==> config.mk <==
export PLATFORM = sky130hd
export DESIGN_NAME = counter_sched
export DESIGN_NICKNAME = d
export VERILOG_FILES = /design/src/rtl/counter_pkg.sv /design/src/rtl/rr_arbiter.sv /design/src/rtl/counter_sched.sv
export SDC_FILE = /design/constraint.sdc
export NUM_CORES = 1
export LEC_CHECK = 0
export BUFFER_PORTS_ARGS = -buffer_cell sky130_fd_sc_hd__buf_2
export CELL_PAD_IN_SITES_DETAIL_PLACEMENT = 1
export CELL_PAD_IN_SITES_GLOBAL_PLACEMENT = 2
export CORE_ASPECT_RATIO = 1.5
export CORE_MARGIN = 10
export CORE_UTILIZATION = 28
export CTS_BUF_LIST = sky130_fd_sc_hd__clkbuf_2
export DETAILED_ROUTE_END_ITERATION = 16
export PLACE_DENSITY = 0.82
export SLEW_MARGIN = 30
export SYNTH_ARGS = -nofsm -noshare
export SYNTH_HDL_FRONTEND = slang
export SYNTH_HIERARCHICAL = 1
export SYNTH_SLANG_ARGS = --single-unit
==> constraint.sdc <==
create_clock -name clk -period 3.19 [get_ports clk]
set_input_delay 0.1595 -clock clk [delete_from_list [all_inputs] [get_ports clk]]
set_output_delay 0.1595 -clock clk [all_outputs]
set_load 0.01 [all_outputs]
==> src/rtl/counter_pkg.sv <==
// Shared types for the interval scheduler: FSM state encoding and default widths.
package counter_pkg;

    localparam int LEN_W_DEFAULT = 8;

    typedef enum logic [1:0] {
        IDLE  = 2'd0,
        CLEAR = 2'd1,
        RUN   = 2'd2,
        DONE  = 2'd3
    } sched_state_t;

endpackage

==> src/rtl/rr_arbiter.sv <==
// Round-robin arbiter: the search starts one past the last granted index,
// and that index moves only when the caller strobes advance.
module rr_arbiter #(
    parameter int NREQ = 4
) (
    input  logic                    clk,
    input  logic                    reset,
    input  logic [NREQ-1:0]         req,
    input  logic                    advance,
    output logic [NREQ-1:0]         grant,
    output logic [$clog2(NREQ)-1:0] grant_idx,
    output logic                    any
);

    localparam int IDX_W = $clog2(NREQ);

    logic [IDX_W-1:0] last_q, last_d;
    logic [IDX_W-1:0] idx;

    always_comb begin
        grant     = '0;
        grant_idx = '0;
        any       = 1'b0;
        idx       = '0;
        for (int k = 1; k <= NREQ; k++) begin
            idx = IDX_W'((int'(last_q) + k) % NREQ);
            if (!any && req[idx]) begin
                any        = 1'b1;
                grant[idx] = 1'b1;
                grant_idx  = idx;
            end
        end
    end

    always_comb begin
        last_d = last_q;
        if (advance && any) begin
            last_d = grant_idx;
        end
    end

    // Reset points last_q at the top index so requester 0 is searched first.
    always_ff @(posedge clk) begin
        if (reset) begin
            last_q <= IDX_W'(NREQ - 1);
        end else begin
            last_q <= last_d;
        end
    end

endmodule

==> src/rtl/counter_sched.sv <==
// Interval scheduler: grants one requester at a time, then runs an external shared
// counter up to the requested length (0 meaning a full wrap) and reports completion.
module counter_sched
    import counter_pkg::*;
#(
    parameter int NREQ  = 4,
    parameter int LEN_W = LEN_W_DEFAULT
) (
    input  logic                    clk,
    input  logic                    reset,
    input  logic [NREQ-1:0]         req_valid,
    input  logic [NREQ*LEN_W-1:0]   req_len,
    output logic [NREQ-1:0]         req_ready,
    input  logic                    pause,
    output logic                    cnt_reset,
    output logic                    cnt_enable,
    input  logic [LEN_W-1:0]        cnt_value,
    input  logic                    cnt_overflow,
    output logic                    busy,
    output logic                    done_valid,
    output logic [$clog2(NREQ)-1:0] done_id,
    output sched_state_t            dbg_state
);

    localparam int IDX_W = $clog2(NREQ);

    // Handshake: a request transfers in the cycle req_valid[i] && req_ready[i];
    // req_ready is only ever raised in IDLE, to exactly one requester.

    sched_state_t     state_q, state_d;
    logic [IDX_W-1:0] id_q, id_d;
    logic [LEN_W-1:0] len_q, len_d;

    logic [NREQ-1:0]  grant;
    logic [IDX_W-1:0] grant_idx;
    logic             grant_any;
    logic             accept;
    logic             target_hit;

    assign accept = !reset && (state_q == IDLE) && grant_any;

    rr_arbiter #(
        .NREQ(NREQ)
    ) u_arb (
        .clk       (clk),
        .reset     (reset),
        .req       (req_valid),
        .advance   (accept),
        .grant     (grant),
        .grant_idx (grant_idx),
        .any       (grant_any)
    );

    // A zero length asks for 2^LEN_W ticks, so completion is the counter's wrap flag.
    assign target_hit = (len_q == '0) ? cnt_overflow : (cnt_value == len_q);

    always_comb begin
        state_d = state_q;
        id_d    = id_q;
        len_d   = len_q;
        case (state_q)
            IDLE: begin
                if (accept) begin
                    id_d    = grant_idx;
                    len_d   = req_len[int'(grant_idx)*LEN_W +: LEN_W];
                    state_d = CLEAR;
                end
            end
            CLEAR:   state_d = RUN;
            RUN: begin
                if (target_hit) begin
                    state_d = DONE;
                end
            end
            DONE:    state_d = IDLE;
            default: state_d = IDLE;
        endcase
    end

    always_ff @(posedge clk) begin
        if (reset) begin
            state_q <= IDLE;
            id_q    <= '0;
            len_q   <= '0;
        end else begin
            state_q <= state_d;
            id_q    <= id_d;
            len_q   <= len_d;
        end
    end

    assign req_ready  = accept ? grant : '0;
    assign cnt_reset  = reset || (state_q == CLEAR);
    assign cnt_enable = !reset && (state_q == RUN) && !pause && !target_hit;
    assign busy       = !reset && (state_q != IDLE);
    assign done_valid = !reset && (state_q == DONE);
    assign done_id    = done_valid ? id_q : '0;
    assign dbg_state  = reset ? IDLE : state_q;

    a_ready_onehot: assert property (@(posedge clk) $onehot0(req_ready));
    a_cnt_exclusive: assert property (@(posedge clk) !(cnt_enable && cnt_reset));
    a_done_pulse: assert property (@(posedge clk) disable iff (reset) done_valid |=> !done_valid);

endmodule

==> flow_summary.ini, run 1 <==
[power_and_ir_drop]
leakage_uw = 0.000871
powerDensity_mw_per_mm2 = 772
peakVddDrop_mv = 0.261
power_uw = 1440

[yosys]
synth_compound_area_share_pct = 14.7
synthXorXnorAreaFrac_pct = 4.75
yosys.area_share.simple_pct = 27.7
synth.area.top_cells = dfxtp_1, mux4_2, ha_1, nand2_1, xor2_1
synth_edf_count = 0
syn_nets = 227
muxShareOfSynthArea_pct = 19.3
synth_area_mm2 = 0.00148
syn-mean-instance-area_um2 = 8.89
ys_types = 43
synthCells = 166
synth_top_area_share_pct = 19.0
synthFlopType = dfxtp_1
synth_adder_area_share_pct = 11.0
ys_ff_latch = 14
postSynth.asyncResetShare_pct = 0
yosysWarningCount = 6
yosysSeqAreaShare_pct = 19.0
yosys.area.top_type = dfxtp_1
synth_top_family_by_area = simple AND/OR/NAND/NOR gates

[timing]
rsz0062_at_grt = no
slew_viol_final = 0
setup_viol = 0
finalHoldViolCount = 0
worst_slack_ns = 0.433
finClkSkew_ns = 0.00424
holdWs_ns = 0.312
fin_crit_sh_pct = 86.4
slew_headroom_pct = 72.1
timing.fmax_mhz = 363
fin_crit_ns = 2.76
tightest_slew_ns = 0.418
setup-tns-final_ns = 0

[hold_path]
hold_depth = 2
hp-class = in -> reg

[grt]
grt_pass1_wl_um = 7780
grt_pass1_vias = 1672
overflow = 0
antenna_found_initial = 1
grt_max_degree = 23
grt_use_met2_pct = 23.0
met3_usage_pct = 1.73
grt_util_all_layers_pct = 11.4
grt.busiest_layer = met2
met1_usage_pct = 10.5

[clocking]
clock_path_buffers = 2
cts_tree = done
cts-resized-gates = 0
insertion_delay_ns = 0.27
holdBufCountCts = 0
clk_pin_slew_ns = 0.14
cts_root_buf = clkbuf_2
cts_setup_buffers = 0
htreeDepth = 1
cts.sinks = 14
cts_made_buffers = 3

[floorplan]
initial_core_util_pct = 28.8
io_pins = 60
core_region_area_mm2 = 0.00512
die_w_um = 79.3
dieArea_mm2 = 0.00863
die_y_um = 109
rows = 32

[place]
numPortBuffers = 59
post-place-ws_ns = 0.458
place_congestion = 0.769
dp_hpwl_um = 4070

[cells_and_area]
area_delta_synth_final_pct = 26.4
final_cell_mix = buf_2, nand2_1, dfxtp_1
drive_above_1_share_pct = 38.4
nets = 287
mostFrequentLayoutCell = buf_2

[setup_path]
critPathMaxStageDelay_ns = 0.58
end_kind = output port
crit_chain = inv_1 > ha_1 > mux4_1 > nand2b_1 > nor2_1 > a222oi_1 > nand2_1 > and2_1 > buf_2
crit_type = reg -> out
startpoint_type = flop
cp_slowest_cell = mux4_1
crit_fanout = 6
arrival_ns = 2.60
critPathRequiredTime_ns = 3.03
reg2reg_depth = 10

[drt]
route.detailed.drc = 0
drt_wl_total_um = 4750
drt-wirelength-per-cell_um = 16.2
firstDrtPassIters = 4
drt_iter0_drc = 43
vias = 1471
vias_per_cell = 5.02
drtAntennaViolNets = 0

[run]
cap_viol_max_count = 0

[outcome]
outcome = finished, final reports clean
## sequential cells by signal, summed over array words and instances, names as in the netlist
name	flops
len_q	8
id_q	2
state_q	2
u_arb/last_q	2
## cells by family (layout without fill, tap and decap cells)
group	Yosys count	in the layout
AOI/OAI and AO/OA	30	30
xor gates and xnor gates	8	8
adders and majority gates	13	13
buffers and inverters	13	71
DFF	14	14
muxes	14	14
other	0	1
and+or+nand+nor	74	74
## per-layer routing
layer	part of all wire, %	vias up	routed length [µm]
li1	-	721	-
met1	35	701	1660
met2	57	41	2710
met3	5.8	8	276
met4	2.2	0	106
met5	0	-	0
## Yosys cell counts, drive strengths merged, types with 2 or more instances
| library cell | n |
|---|---|
| a222oi | 4 |
| nand2b | 3 |
| and2 | 7 |
| mux4 | 11 |
| a21oi | 13 |
| nor4 | 4 |
| clkbuf | 4 |
| mux2 | 2 |
| buf | 3 |
| ha | 13 |
| dfxtp | 14 |
| inv | 6 |
| nand2 | 33 |
| xor2 | 8 |
| nand3 | 2 |
| nor3b | 2 |
| o21ai | 4 |
| nor2 | 10 |
| nor2b | 5 |
| nor3 | 2 |
## final cells by class
cell class | instances | area, µm²
antenna | 1 | 2.50
multi-input combinational | 139 | 1140
fill | 667 | 3260
timing repair buffer | 62 | 318
clock buffer | 3 | 15.0
sequential | 14 | 280
tap | 68 | 85.1
inverter | 6 | 22.5
## worst paths after layout
kind,endpoint,from,slack (ns)
max,req_ready[1],u_arb/last_q[1],0.43
min,len_q[4],reset,0.31
max reg2reg,len_q[4],u_arb/last_q[1],0.45
min reg2reg,id_q[0],id_q[0],0.47
## report_power, final
| group | internal [µW] | switching [µW] |
|---|---|---|
| logic | 479 | 545 |
| clock network | 25.7 | 55.9 |
| registers | 254 | 79.1 |
## metrics by stage
| step | instance area, µm² | instances | util [%] |
|---|---|---|---|
| global route | 1860 | 293 | 36.4 |
| CTS | 1860 | 292 | 36.3 |
| detailed placement | 1850 | 289 | 36.0 |
| floorplan | 1480 | 166 | - |
| global placement | 1850 | 289 | 36.0 |
| finish | 1860 | 293 | 36.4 |
## critical path: cells and delay by family, from the launching register on
family	cells	cell delay, ns
buffers and inverters	2	0.25
AND/OR/NAND/NOR	4	0.40
multiplexers	1	0.58
flip-flops	1	0.35
AO/OA/AOI/OAI	1	0.35
adder cells (fa/ha/maj)	1	0.40
(Power assumes the default switching activity.)
==> inputs of run 2 (changes only) <==
--- a/config.mk
+++ b/config.mk
@@ -12,8 +12,10 @@
 export CORE_MARGIN = 10
 export CORE_UTILIZATION = 28
 export CTS_BUF_LIST = sky130_fd_sc_hd__clkbuf_2
+export CTS_CLUSTER_SIZE = 30
 export DETAILED_ROUTE_END_ITERATION = 16
 export PLACE_DENSITY = 0.82
+export SKIP_LAST_GASP = 1
 export SLEW_MARGIN = 30
 export SYNTH_ARGS = -nofsm -noshare
 export SYNTH_HDL_FRONTEND = slang
==> constraint.sdc (replaced) <==
create_clock -name clk -period 3.1 [get_ports clk]
set_input_delay 0.155 -clock clk [delete_from_list [all_inputs] [get_ports clk]]
set_output_delay 0.155 -clock clk [all_outputs]
set_load 0.01 [all_outputs]
==> run 2 against run 1 <==
  * Sequential share of layout area is essentially flat
  * Clock skew grew 0.0081 ns
  * Hold slack lost 0.030 ns
  * First-iteration DRC count grew 33%
  * Register-to-register slack lost 0.05 ns
  * Critical path depth is the same
  * Critical path type unchanged
  * Via count shrank 2.4%
  * Cell count is the same
==> flow_summary.ini, run 2 (synthesis results as in run 1) <==
[run]
cap_viol_max_count = 0

[power_and_ir_drop]
seq_power_share_pct = 23.3
powerDensity_mw_per_mm2 = 791
peakVddDrop_mv = 0.240
clockPowerShare_pct = 6.1
power.share.combinational_pct = 70.7
leakage_uw = 0.000873
p_int_uw = 782
p_sw_share_pct = 47.0
p_switching_uw = 694

[timing]
rsz0062_at_grt = no
finalHoldViolCount = 0
tightest_slew_ns = 0.404
setup_viol = 0
holdWs_ns = 0.282
timing.fmax_mhz = 366
slew_viol_final = 0
setup-tns-final_ns = 0
fin_crit_ns = 2.73
finClkSkew_ns = 0.0123
fin_crit_sh_pct = 88.1
slew_headroom_pct = 73.1

[clocking]
htreeDepth = 1
cts_made_buffers = 3
cts_setup_buffers = 0
holdBufCountCts = 0
cts_tree = done
insertion_delay_ns = 0.28
cts.sinks = 14
clk_pin_slew_ns = 0.15
clock_path_buffers = 2
cts_root_buf = clkbuf_2
cts-resized-gates = 0

[drt]
drtAntennaViolNets = 0
route.detailed.drc = 0
dr_wl_met3_um = 256
vias = 1435
met2_length_um = 2550
drt_wl_total_um = 4620
firstDrtPassIters = 4
vias_per_cell = 4.90
drt_iter0_drc = 57
top_layer_used = met4
wl_met1_um = 1750
drt-wirelength-per-cell_um = 15.8

[cells_and_area]
finalNonFillerCells = 293
fin_area_mm2 = 0.00187
area_delta_synth_final_pct = 26.5
drive_above_1_share_pct = 38.2
nFillCells = 667
final_cell_mix = buf_2, nand2_1, dfxtp_1
nets = 287
regMostFlops = len_q
largest_reg_flops = 8
mostFrequentLayoutCell = buf_2
diodes = 0

[grt]
grt_util_all_layers_pct = 10.6
grt_pass1_vias = 1578
overflow = 0
antenna_found_initial = 0
grt_pass1_wl_um = 7380
grt_max_degree = 23

[setup_path]
arrival_ns = 2.57
end_kind = output port
critPathRequiredTime_ns = 2.94
startpoint_type = flop
crit_fanout = 6
crit_type = reg -> out

[place]
dp_hpwl_um = 3930
placedCellCount = 289
place_congestion = 0.796
place_area_mm2 = 0.00185
numPortBuffers = 59

[floorplan]
rows = 32
io_pins = 60
dieArea_mm2 = 0.00863
core_region_area_mm2 = 0.00512
die_w_um = 79.3
initial_core_util_pct = 28.8
die_y_um = 109

[outcome]
outcome = finished, final reports clean

[hold_path]
hp-class = in -> reg
==> run 2: area by class of cell <==
type                            count  area [µm²]  area share (%)
Multi-Input combinational cell    139        1140            61.2
Timing Repair Buffer               62         318            17.0
Sequential cell                    14         280            15.0
Tap cell                           68        85.1            4.56
Inverter                            6        22.5            1.21
Clock buffer                        3        15.0           0.805
Clock inverter                      1        3.75           0.201
==> run 2: final timing paths <==
check	slack, ns	start	cells past startpoint	endpoint
hold reg to reg	0.47	id_q[0]	2	id_q[0]
setup reg to reg	0.40	u_arb/last_q[0]	10	len_q[5]
setup / recovery	0.37	u_arb/last_q[0]	9	req_ready[1]
hold / removal	0.28	reset	2	id_q[0]
==> run 2: routing by layer <==
layer  up-vias  track usage (%)
li1        718                -
met1       676             10.7
met2        37             20.4
met3         4             2.06
met4         0             4.37
met5         -                0
==> run 2: worst max-delay path, cell delays in order, from the launching register on <==
cell      delay, ns
dfxtp_1        0.37
inv_1          0.12
ha_1           0.39
mux4_1         0.56
nand2b_1       0.10
nor2_1         0.08
a222oi_1       0.32
nand2_1        0.08
and2_1         0.14
buf_2          0.13
==> run 2: power by group through the flow <==
stage	Sequential (µW)	Clock [µW]	Combinational [µW]
floorplan	344	0	812
global placement	347	0	1050
detailed placement	350	0	1060
CTS	344	93.7	1060
global route	355	100	1180
finish	343	89.8	1040
==> run 2: stage by stage <==
stage | utilization [%] | power, µW | setup WS, ns
finish | 36.4 | 1480 | 0.370
global route | 36.4 | 1630 | 0.139
CTS | 36.4 | 1500 | 0.340
detailed placement | 36.0 | 1410 | 0.453
global placement | 36.0 | 1400 | 0.481
floorplan | - | 1160 | 0.259
